$ cat src/rtl/mem_bus_arbiter_if.sv
// Bus bundle for mem_bus_arbiter: two requester ports, the memory side and status.
// The arbiter connects through the slave modport. The requesters and memory connect through master.
interface mem_bus_arbiter_if;
  logic       req0;
  logic       rd0;
  logic       wrt0;
  logic [7:0] addr0;
  logic [7:0] wdat0;
  logic       gnt0;
  logic       req1;
  logic       rd1;
  logic       wrt1;
  logic [7:0] addr1;
  logic [7:0] wdat1;
  logic       gnt1;
  logic [7:0] mem_addr;
  logic       mem_rd;
  logic       mem_wrt;
  logic [7:0] mem_wdat;
  logic [7:0] mem_rdat;
  logic [7:0] rdat;
  logic       busy;
  logic       err;

  modport slave (
    input  req0, rd0, wrt0, addr0, wdat0,
    input  req1, rd1, wrt1, addr1, wdat1,
    input  mem_rdat,
    output gnt0, gnt1, mem_addr, mem_rd, mem_wrt, mem_wdat, rdat, busy, err
  );

  modport master (
    output req0, rd0, wrt0, addr0, wdat0,
    output req1, rd1, wrt1, addr1, wdat1,
    output mem_rdat,
    input  gnt0, gnt1, mem_addr, mem_rd, mem_wrt, mem_wdat, rdat, busy, err
  );
endinterface

$ cat src/rtl/mem_bus_arbiter.sv
// Two-requester round-robin arbiter for the 8-bit memory bus, with a dead TURN cycle between owners.
// Define ARB_PREEMPT_EN to force an owner off the bus after MAX_HOLD cycles while the other requester waits.
module mem_bus_arbiter #(
  parameter int MAX_HOLD = 8
) (
  input logic               clk,
  input logic               rst,
  mem_bus_arbiter_if.slave  bus
);

  typedef enum logic [1:0] {IDLE, GRANT0, GRANT1, TURN} state_t;

`ifdef ARB_PREEMPT_EN
  localparam bit PREEMPT = 1'b1;
`else
  localparam bit PREEMPT = 1'b0;
`endif
  localparam logic [7:0] HOLD_LAST = 8'(MAX_HOLD - 1);

  state_t     state, state_nxt;
  logic       last_owner;
  logic [7:0] hold_cnt;
  logic [7:0] mem_addr_q, mem_wdat_q;
  logic       mem_rd_q, mem_wrt_q, err_q;
  logic       at_limit;
  logic       pick1;
  logic       own_rd, own_wrt;
  logic [7:0] own_addr, own_wdat;

  assign at_limit = (hold_cnt == HOLD_LAST);
  // When both requesters ask, the one that did not own the bus last wins.
  assign pick1    = bus.req1 && (!bus.req0 || !last_owner);

  always_comb begin
    state_nxt = state;
    case (state)
      IDLE, TURN: begin
        if (pick1)         state_nxt = GRANT1;
        else if (bus.req0) state_nxt = GRANT0;
        else               state_nxt = IDLE;
      end
      GRANT0: if (!bus.req0 || (PREEMPT && bus.req1 && at_limit)) state_nxt = TURN;
      GRANT1: if (!bus.req1 || (PREEMPT && bus.req0 && at_limit)) state_nxt = TURN;
      default: state_nxt = IDLE;
    endcase
  end

  always_comb begin
    own_rd   = 1'b0;
    own_wrt  = 1'b0;
    own_addr = mem_addr_q;
    own_wdat = mem_wdat_q;
    if (state_nxt == GRANT0) begin
      own_rd   = bus.rd0;
      own_wrt  = bus.wrt0;
      own_addr = bus.addr0;
      own_wdat = bus.wdat0;
    end else if (state_nxt == GRANT1) begin
      own_rd   = bus.rd1;
      own_wrt  = bus.wrt1;
      own_addr = bus.addr1;
      own_wdat = bus.wdat1;
    end
  end

  // The memory side is registered on the same edge as the grant, so the owner's first strobe is visible with gnt.
  always_ff @(posedge clk) begin
    if (rst) begin
      state      <= IDLE;
      last_owner <= 1'b1;
      hold_cnt   <= 8'd0;
      mem_addr_q <= 8'd0;
      mem_wdat_q <= 8'd0;
      mem_rd_q   <= 1'b0;
      mem_wrt_q  <= 1'b0;
      err_q      <= 1'b0;
    end else begin
      state <= state_nxt;
      if (state_nxt == GRANT0 && state != GRANT0) begin
        last_owner <= 1'b0;
        hold_cnt   <= 8'd0;
      end else if (state_nxt == GRANT1 && state != GRANT1) begin
        last_owner <= 1'b1;
        hold_cnt   <= 8'd0;
      end else if ((state == GRANT0 || state == GRANT1) && hold_cnt != 8'hFF) begin
        hold_cnt <= hold_cnt + 8'd1;
      end
      mem_addr_q <= own_addr;
      mem_wdat_q <= own_wdat;
      mem_rd_q   <= own_rd;
      mem_wrt_q  <= own_wrt && !own_rd;
      if (own_rd && own_wrt) err_q <= 1'b1;
    end
  end

  assign bus.gnt0     = (state == GRANT0);
  assign bus.gnt1     = (state == GRANT1);
  assign bus.busy     = (state != IDLE);
  assign bus.err      = err_q;
  assign bus.mem_addr = mem_addr_q;
  assign bus.mem_wdat = mem_wdat_q;
  assign bus.mem_rd   = mem_rd_q;
  assign bus.mem_wrt  = mem_wrt_q;
  assign bus.rdat     = bus.mem_rdat;

endmodule

$ cat src/flat_wrapper.sv
// flat-port wrapper written by rule: the top's interface ports become plain ports
module mem_bus_arbiter_flat 
#(
  parameter int MAX_HOLD = 8
)
  (clk, rst, bus_req0, bus_rd0, bus_wrt0, bus_addr0, bus_wdat0, bus_req1, bus_rd1, bus_wrt1, bus_addr1, bus_wdat1, bus_mem_rdat, bus_gnt0, bus_gnt1, bus_mem_addr, bus_mem_rd, bus_mem_wrt, bus_mem_wdat, bus_rdat, bus_busy, bus_err);
  mem_bus_arbiter_if bus_i ();
  input logic clk;
  input logic rst;
  input wire logic [$bits(bus_i.req0)-1:0] bus_req0;
  input wire logic [$bits(bus_i.rd0)-1:0] bus_rd0;
  input wire logic [$bits(bus_i.wrt0)-1:0] bus_wrt0;
  input wire logic [$bits(bus_i.addr0)-1:0] bus_addr0;
  input wire logic [$bits(bus_i.wdat0)-1:0] bus_wdat0;
  input wire logic [$bits(bus_i.req1)-1:0] bus_req1;
  input wire logic [$bits(bus_i.rd1)-1:0] bus_rd1;
  input wire logic [$bits(bus_i.wrt1)-1:0] bus_wrt1;
  input wire logic [$bits(bus_i.addr1)-1:0] bus_addr1;
  input wire logic [$bits(bus_i.wdat1)-1:0] bus_wdat1;
  input wire logic [$bits(bus_i.mem_rdat)-1:0] bus_mem_rdat;
  output wire logic [$bits(bus_i.gnt0)-1:0] bus_gnt0;
  output wire logic [$bits(bus_i.gnt1)-1:0] bus_gnt1;
  output wire logic [$bits(bus_i.mem_addr)-1:0] bus_mem_addr;
  output wire logic [$bits(bus_i.mem_rd)-1:0] bus_mem_rd;
  output wire logic [$bits(bus_i.mem_wrt)-1:0] bus_mem_wrt;
  output wire logic [$bits(bus_i.mem_wdat)-1:0] bus_mem_wdat;
  output wire logic [$bits(bus_i.rdat)-1:0] bus_rdat;
  output wire logic [$bits(bus_i.busy)-1:0] bus_busy;
  output wire logic [$bits(bus_i.err)-1:0] bus_err;
  assign bus_i.req0 = bus_req0;
  assign bus_i.rd0 = bus_rd0;
  assign bus_i.wrt0 = bus_wrt0;
  assign bus_i.addr0 = bus_addr0;
  assign bus_i.wdat0 = bus_wdat0;
  assign bus_i.req1 = bus_req1;
  assign bus_i.rd1 = bus_rd1;
  assign bus_i.wrt1 = bus_wrt1;
  assign bus_i.addr1 = bus_addr1;
  assign bus_i.wdat1 = bus_wdat1;
  assign bus_i.mem_rdat = bus_mem_rdat;
  assign bus_gnt0 = bus_i.gnt0;
  assign bus_gnt1 = bus_i.gnt1;
  assign bus_mem_addr = bus_i.mem_addr;
  assign bus_mem_rd = bus_i.mem_rd;
  assign bus_mem_wrt = bus_i.mem_wrt;
  assign bus_mem_wdat = bus_i.mem_wdat;
  assign bus_rdat = bus_i.rdat;
  assign bus_busy = bus_i.busy;
  assign bus_err = bus_i.err;
  mem_bus_arbiter #(.MAX_HOLD(MAX_HOLD)) u_core (.clk(clk), .rst(rst), .bus(bus_i));
endmodule
$ cat config.mk
export PLATFORM = sky130hd
export DESIGN_NAME = mem_bus_arbiter_flat
export DESIGN_NICKNAME = d
export VERILOG_FILES = /design/src/rtl/mem_bus_arbiter_if.sv /design/src/rtl/mem_bus_arbiter.sv /design/src/flat_wrapper.sv
export SDC_FILE = /design/constraint.sdc
export NUM_CORES = 1
export LEC_CHECK = 0
export BUFFER_PORTS_ARGS = -buffer_cell sky130_fd_sc_hd__buf_2
export CORE_AREA = 2 2 61 63
export DETAILED_ROUTE_END_ITERATION = 10
export DIE_AREA = 0 0 63 65
export PLACE_DENSITY_LB_ADDON = 0.2
export SLEW_MARGIN = 20
export SYNTH_ARGS = -nofsm -noshare
export SYNTH_HDL_FRONTEND = slang
export SYNTH_SLANG_ARGS = --single-unit
export TNS_END_PERCENT = 100
$ cat constraint.sdc
create_clock -name clk -period 1.9 [get_ports clk]
set_input_delay 0.19 -clock clk [delete_from_list [all_inputs] [get_ports clk]]
set_output_delay 0.19 -clock clk [all_outputs]
set_load 0.05 [all_outputs]
=== Word-level counts from Yosys, hierarchy flattened ===
Cells that the tools add are included.

* Word-level logic and storage cells: 43
* Bits in registers: 22

* Equality and inequality tests: 7
* Reduce and logical (&&, ||, !) cells: 14
* Multiplexer cells: 15

{| class="wikitable"
|+ Operator list
! cell !! number
|-
| 8-bit two-way mux || 4
|-
| 1-bit two-way mux || 7
|-
| 2-bit equality test, second input constant || 3
|-
| 2-bit two-way mux || 3
|-
| 2-bit one-hot mux with 3 select lines || 1
|-
| 2-bit nonzero test || 3
|-
| 1-bit logical AND || 5
|-
| 2-bit by 1-bit equality test with 1-bit output, second input constant || 2
|-
| 1-bit zero test || 3
|-
| 2-bit zero test || 1
|-
| 2-bit by 1-bit inequality test with 1-bit output, second input constant || 1
|-
| 2-bit inequality test, second input constant || 1
|-
| 2-bit OR reduction || 1
|-
| 1-bit logical OR || 1
|}

=== Logic depth before layout (Yosys ltp) ===
* Word-level depth: 10
* Mapped depth: 10
* Gate-level depth less buffers: 9

=== Worst setup path after synthesis ===
OpenSTA, ideal clock, no wires.

* Path type: reg-to-reg
* From: register u_core.state[0]
* To: register u_core.mem_addr_q[6], in the netlist u_core.bus.mem_addr[6]
* Clock period less this slack: 2.321 ns
* Cell stages (with the launch flop): 11
* Arrival: 2.204 ns
* Path buffers: 1
* Setup slack: -0.421 ns
* Path through: dfxtp_1 -> inv_1 -> ha_1 -> nand2b_1 -> a21oi_1 -> or2_1 -> ha_1 -> buf_6 -> mux2_4 -> mux2i_1 -> nor2_1

* Elaborated cells on any way between the ends: 12
* Those cells by class: eq/ne (5); mux (4); reduce/logical (3)

{| class="wikitable"
|+ RTL lines
! element !! line !! text
|-
| start: declaration || mem_bus_arbiter.sv:20 || <nowiki>state_t state, state_nxt;</nowiki>
|-
| start signal: assignment || mem_bus_arbiter.sv:78 || <nowiki>state <= state_nxt;</nowiki>
|-
| 2-bit equality test * || - ||
|-
| net bus_gnt1 || flat_wrapper.sv:22 || <nowiki>output wire logic [$bits(bus_i.gnt1)-1:0] bus_gnt1;</nowiki>
|-
| 2-bit one-hot mux with 3 select lines * || mem_bus_arbiter.sv:36 || <nowiki>case (state)</nowiki>
|-
| 2-bit by 1-bit equality test with 1-bit output / 2-bit equality test (equally long branches) || mem_bus_arbiter.sv:53, mem_bus_arbiter.sv:58 ||
|-
| 8-bit two-way mux / 2-bit nonzero test (equally long branches) || - ||
|-
| end signal: assignment || mem_bus_arbiter.sv:88 || <nowiki>mem_addr_q <= own_addr;</nowiki>
|-
| end: declaration || mem_bus_arbiter.sv:23 || <nowiki>logic [7:0] mem_addr_q, mem_wdat_q;</nowiki>
|}

Mark *: on every way through the listed nets, which the timed path passes. The rest lies on a longest branch.
A chain may end at the register's enable or synchronous reset.

=== Worst setup path in the final report ===
* From: register u_core.state[1]
* To: register u_core.mem_wdat_q[2], in the netlist u_core.bus.mem_wdat[2]

* Word-level cells in the longest chain between the ends: 5
* Elaborated cells on any way between the ends: 12
* Those cells by class: eq/ne (5); mux (4); reduce/logical (3)

{| class="wikitable"
|+ RTL lines
! element !! line !! text
|-
| 2-bit equality test / 2-bit zero test (equally long branches) || mem_bus_arbiter.sv:36 ||
|-
| 2-bit OR reduction || mem_bus_arbiter.sv:36 ||
|-
| 2-bit one-hot mux with 3 select lines * || mem_bus_arbiter.sv:36 ||
|-
| net u_core.state_nxt[0] || mem_bus_arbiter.sv:20 ||
|-
| 2-bit by 1-bit equality test with 1-bit output / 2-bit equality test (equally long branches) || mem_bus_arbiter.sv:53, mem_bus_arbiter.sv:58 ||
|-
| 8-bit two-way mux / 2-bit nonzero test (equally long branches) || - ||
|-
| end signal: assignment || mem_bus_arbiter.sv:89 || <nowiki>mem_wdat_q <= own_wdat;</nowiki>
|-
| end: declaration || mem_bus_arbiter.sv:23 ||
|}

Marked as above.

==> impl_metrics.csv <==
group,metric,value,unit
finish,final_cells,237,
synthesis,synth.avg_cell_area,10.25,sq um
worst_setup_path,endpoint_kind,"flip-flop",
finish,nets,244,
grt,grt_pass1_wl,4457,um
place,routabilityCongestion,0.6890,
hold_path,min_from,"bus_rd1",
worst_setup_path,r2r_cells,9,
clock_network,cts_sinks,22,
grt,antenna_found_initial,0,
finish,seq_area,447.9,sq um
grt,grtUsageTotal,0.1356,
place,portBuffers,61,
hold_path,hp-class,"in -> reg",
route,drc,0,
clock_network,htree_levels,1,
floorplan,fp.coreArea,3496,sq um
worst_setup_path,cp.arrival,2.22,ns
finish,antennaDiodeCount,0,
hold_path,hold_depth,3,
clock_network,clock_latency,0.29,ns
sta,hold_ws,0.1466,ns
finish,fin_area,1847,sq um
synthesis,syn-num-nets,176,
place,place_inst,228,
job,maxCapViolations,0,
sta,period_minus_slack,2.039,ns
finish,syn_to_final_growth,46.43,%
clock_network,cts_root_buf,"clkbuf_4",
clock_network,clk_pin_slew,0.12,ns
power,cellPowerDensity,2306,nW/um^2
synthesis,synth_top_area_cell,"dfxtp_1",
floorplan,num_rows,22,
finish,nFillCells,345,
place,dpl.hpwl,2184,um
route,drt-vias-per-instance,4.451,
synthesis,yosys-top-cells-area,"dfxtp_1, mux2_4, mux2i_1",
grt,grt_overflow_total,0,
sta,final.setup.tns,-2.115,ns
grt,grt_max_degree,22,
place,placed_area,1662,sq um
finish,drive_gt1_frac,0.6032,
synthesis,yosys.cell_types.count,26,
hold_path,whs_endpoint,"u_core.bus.mem_rd",
worst_setup_path,r2r_end,"u_core.bus.mem_wdat[2]",
floorplan,start_util,0.3608,
route,ant_nets,0,
power,vdd_drop_max,0.8484,mV
worst_setup_path,rrSetupSlack,-0.14,ns
sta,finalCritPeriodShare,1.073,
floorplan,dieArea,4095,sq um
sta,slew_violations,0,
route,wire_per_inst,11.81,um
floorplan,die_x,63,um
sta,slew_headroom,0.7305,
power,p_leak,0.9375,nW
grt,first_global_vias,994,
status,failed_checks,"negative setup slack",
sta,timing.final.ws_setup,-0.1392,ns
sta,hold_viol,0,
worst_setup_path,critPathMaxFanout,7,
sta,worstMarginPinSlew,0.4043,ns
synthesis,synth_seq_cells,22,
worst_setup_path,path_class,"reg -> reg",
synthesis,netlist.area_leader.share,0.3492,
synthesis,ys_seq_area_frac,0.3492,
floorplan,io_pins,78,
status,status,"finished with violations",
route,drt-initial-drc-count,36,
sta,rsz0062_at_grt,"yes",
route,routed_wl,2798,um
sta,setup_viol,18,
clock_network,cts_hold_buffers,0,
clock_network,cts_buffers,3,
route,drtPass1Iterations,4,
route,via_count,1055,
place,post-place-ws,-0.1642,ns
finish,multiInputGateArea,802.0,sq um
clock_network,cts_buffer_depth,2,
synthesis,syn_area,1261,sq um
sta,max_freq,490.4,MHz
synthesis,synth_cells,123,
worst_setup_path,cp.required,2.08,ns
clock_network,cts_tree,"yes",
synthesis,ys.warnings.count,0,
floorplan,die_height,65,um
sta,skew,0.006418,ns
worst_setup_path,r2r_start,"u_core.state[1]",
worst_setup_path,start_kind,"flip-flop",
-- critical path, cell delays in order (launching register included) --
cell and delay (ns):
dfxtp_4 0.40, inv_4 0.05, ha_4 0.17, o211ai_1 0.27, nand3_1 0.18, ha_4 0.23
buf_12 0.14, mux2_4 0.29, mux2i_1 0.13, nor2_1 0.06
-- through the flow --
| stage | power (mW) | util |
|---|---|---|
| 5_1_grt | 4.552 | 0.5283 |
| 2_1_floorplan | 3.074 | - |
| 3_3_place_gp | 3.465 | 0.4753 |
| 4_1_cts | 4.109 | 0.5079 |
| 6_report | 4.259 | 0.5283 |
| 3_5_place_dp | 3.515 | 0.4753 |
-- registers in the layout, summed over array words and instances (netlist names) --
signal               cells
u_core.bus.mem_rd        1
u_core.bus.err           1
u_core.state             2
u_core.bus.mem_addr      8
u_core.last_owner        1
u_core.bus.mem_wrt       1
u_core.bus.mem_wdat      8
-- placed cells by master, fill, tap and decap left out, types with 3 or more instances in the layout --
cell      instances
buf_12            3
mux2_4           15
nor2_1           17
mux2i_1          16
inv_1             3
buf_2            61
ha_4              5
clkbuf_4          3
dfxtp_1          20
buf_4            10
nor2b_4           3
-- Yosys cell counts --
| library cell | count |
|---|---|
| nand2b_1 | 3 |
| nand3b_1 | 2 |
| nand2_1 | 2 |
| a21oi_1 | 4 |
| o211ai_1 | 1 |
| buf_2 | 2 |
| and2_1 | 1 |
| or2_1 | 1 |
| nor2b_1 | 4 |
| and3_1 | 1 |
| dfxtp_1 | 22 |
| mux2_4 | 15 |
| o21ai_1 | 1 |
| a31oi_1 | 1 |
| ha_1 | 5 |
| a22o_1 | 2 |
| a22oi_1 | 1 |
| nor2_1 | 18 |
| mux2i_1 | 16 |
| nand3_1 | 1 |
| inv_1 | 5 |
| buf_6 | 3 |
| buf_4 | 9 |
| nor3_1 | 1 |
| o21ai_0 | 1 |
| mux2_2 | 1 |
-- timing repair --
item	in CTS	in global routing
setup endpoints to repair	18	20
resized for setup	11	9
pin swaps	9	6
buffers inserted	1	3
cloned	2	0
-- worst max path at each step --
| stage | from | to | cells past startpoint |
|---|---|---|---|
| floorplan | u_core.state[0] | u_core.bus.mem_addr[6] | 10 |
| global placement | u_core.state[1] | u_core.bus.mem_wdat[3] | 10 |
| detailed placement | u_core.state[1] | u_core.bus.mem_wdat[2] | 10 |
| CTS | u_core.state[1] | u_core.bus.err | 9 |
| global route | u_core.state[1] | u_core.bus.mem_wdat[2] | 10 |
| finish | u_core.state[1] | u_core.bus.mem_wdat[2] | 9 |
-- area by class of cell --
type	count	share of cell area
tap	48	0.03252
timing repair buffer	77	0.2656
sequential	22	0.2425
clock buffer	3	0.01220
multi-input combinational	82	0.4343
inverter	5	0.01287
-- kinds of logic after synthesis --
| logic type | share of synthesized area |
|---|---|
| DFF | 0.3492 |
| adders and majority gates | 0.04960 |
| and+or+nand+nor | 0.1290 |
| muxes | 0.3145 |
| buffers and inverters | 0.1032 |
| AOI/OAI and AO/OA | 0.05457 |
-- where the power goes --
| part | total (mW) | switching [mW] | leakage (nW) | internal [mW] |
|---|---|---|---|---|
| clock network | 0.203 | 0.130 | 0.0138 | 0.0737 |
| logic | 3.34 | 1.63 | 0.741 | 1.71 |
| registers | 0.716 | 0.0855 | 0.183 | 0.630 |
-- routing by layer --
layer	vias to the layer above	wire (um)	global-route usage
met4	0	23	0.03333
met2	39	1345	0.2380
met1	472	1211	0.1600
li1	542	-	-
met5	-	0	0
met3	2	218	0.04340
(Power assumes the default switching activity.)
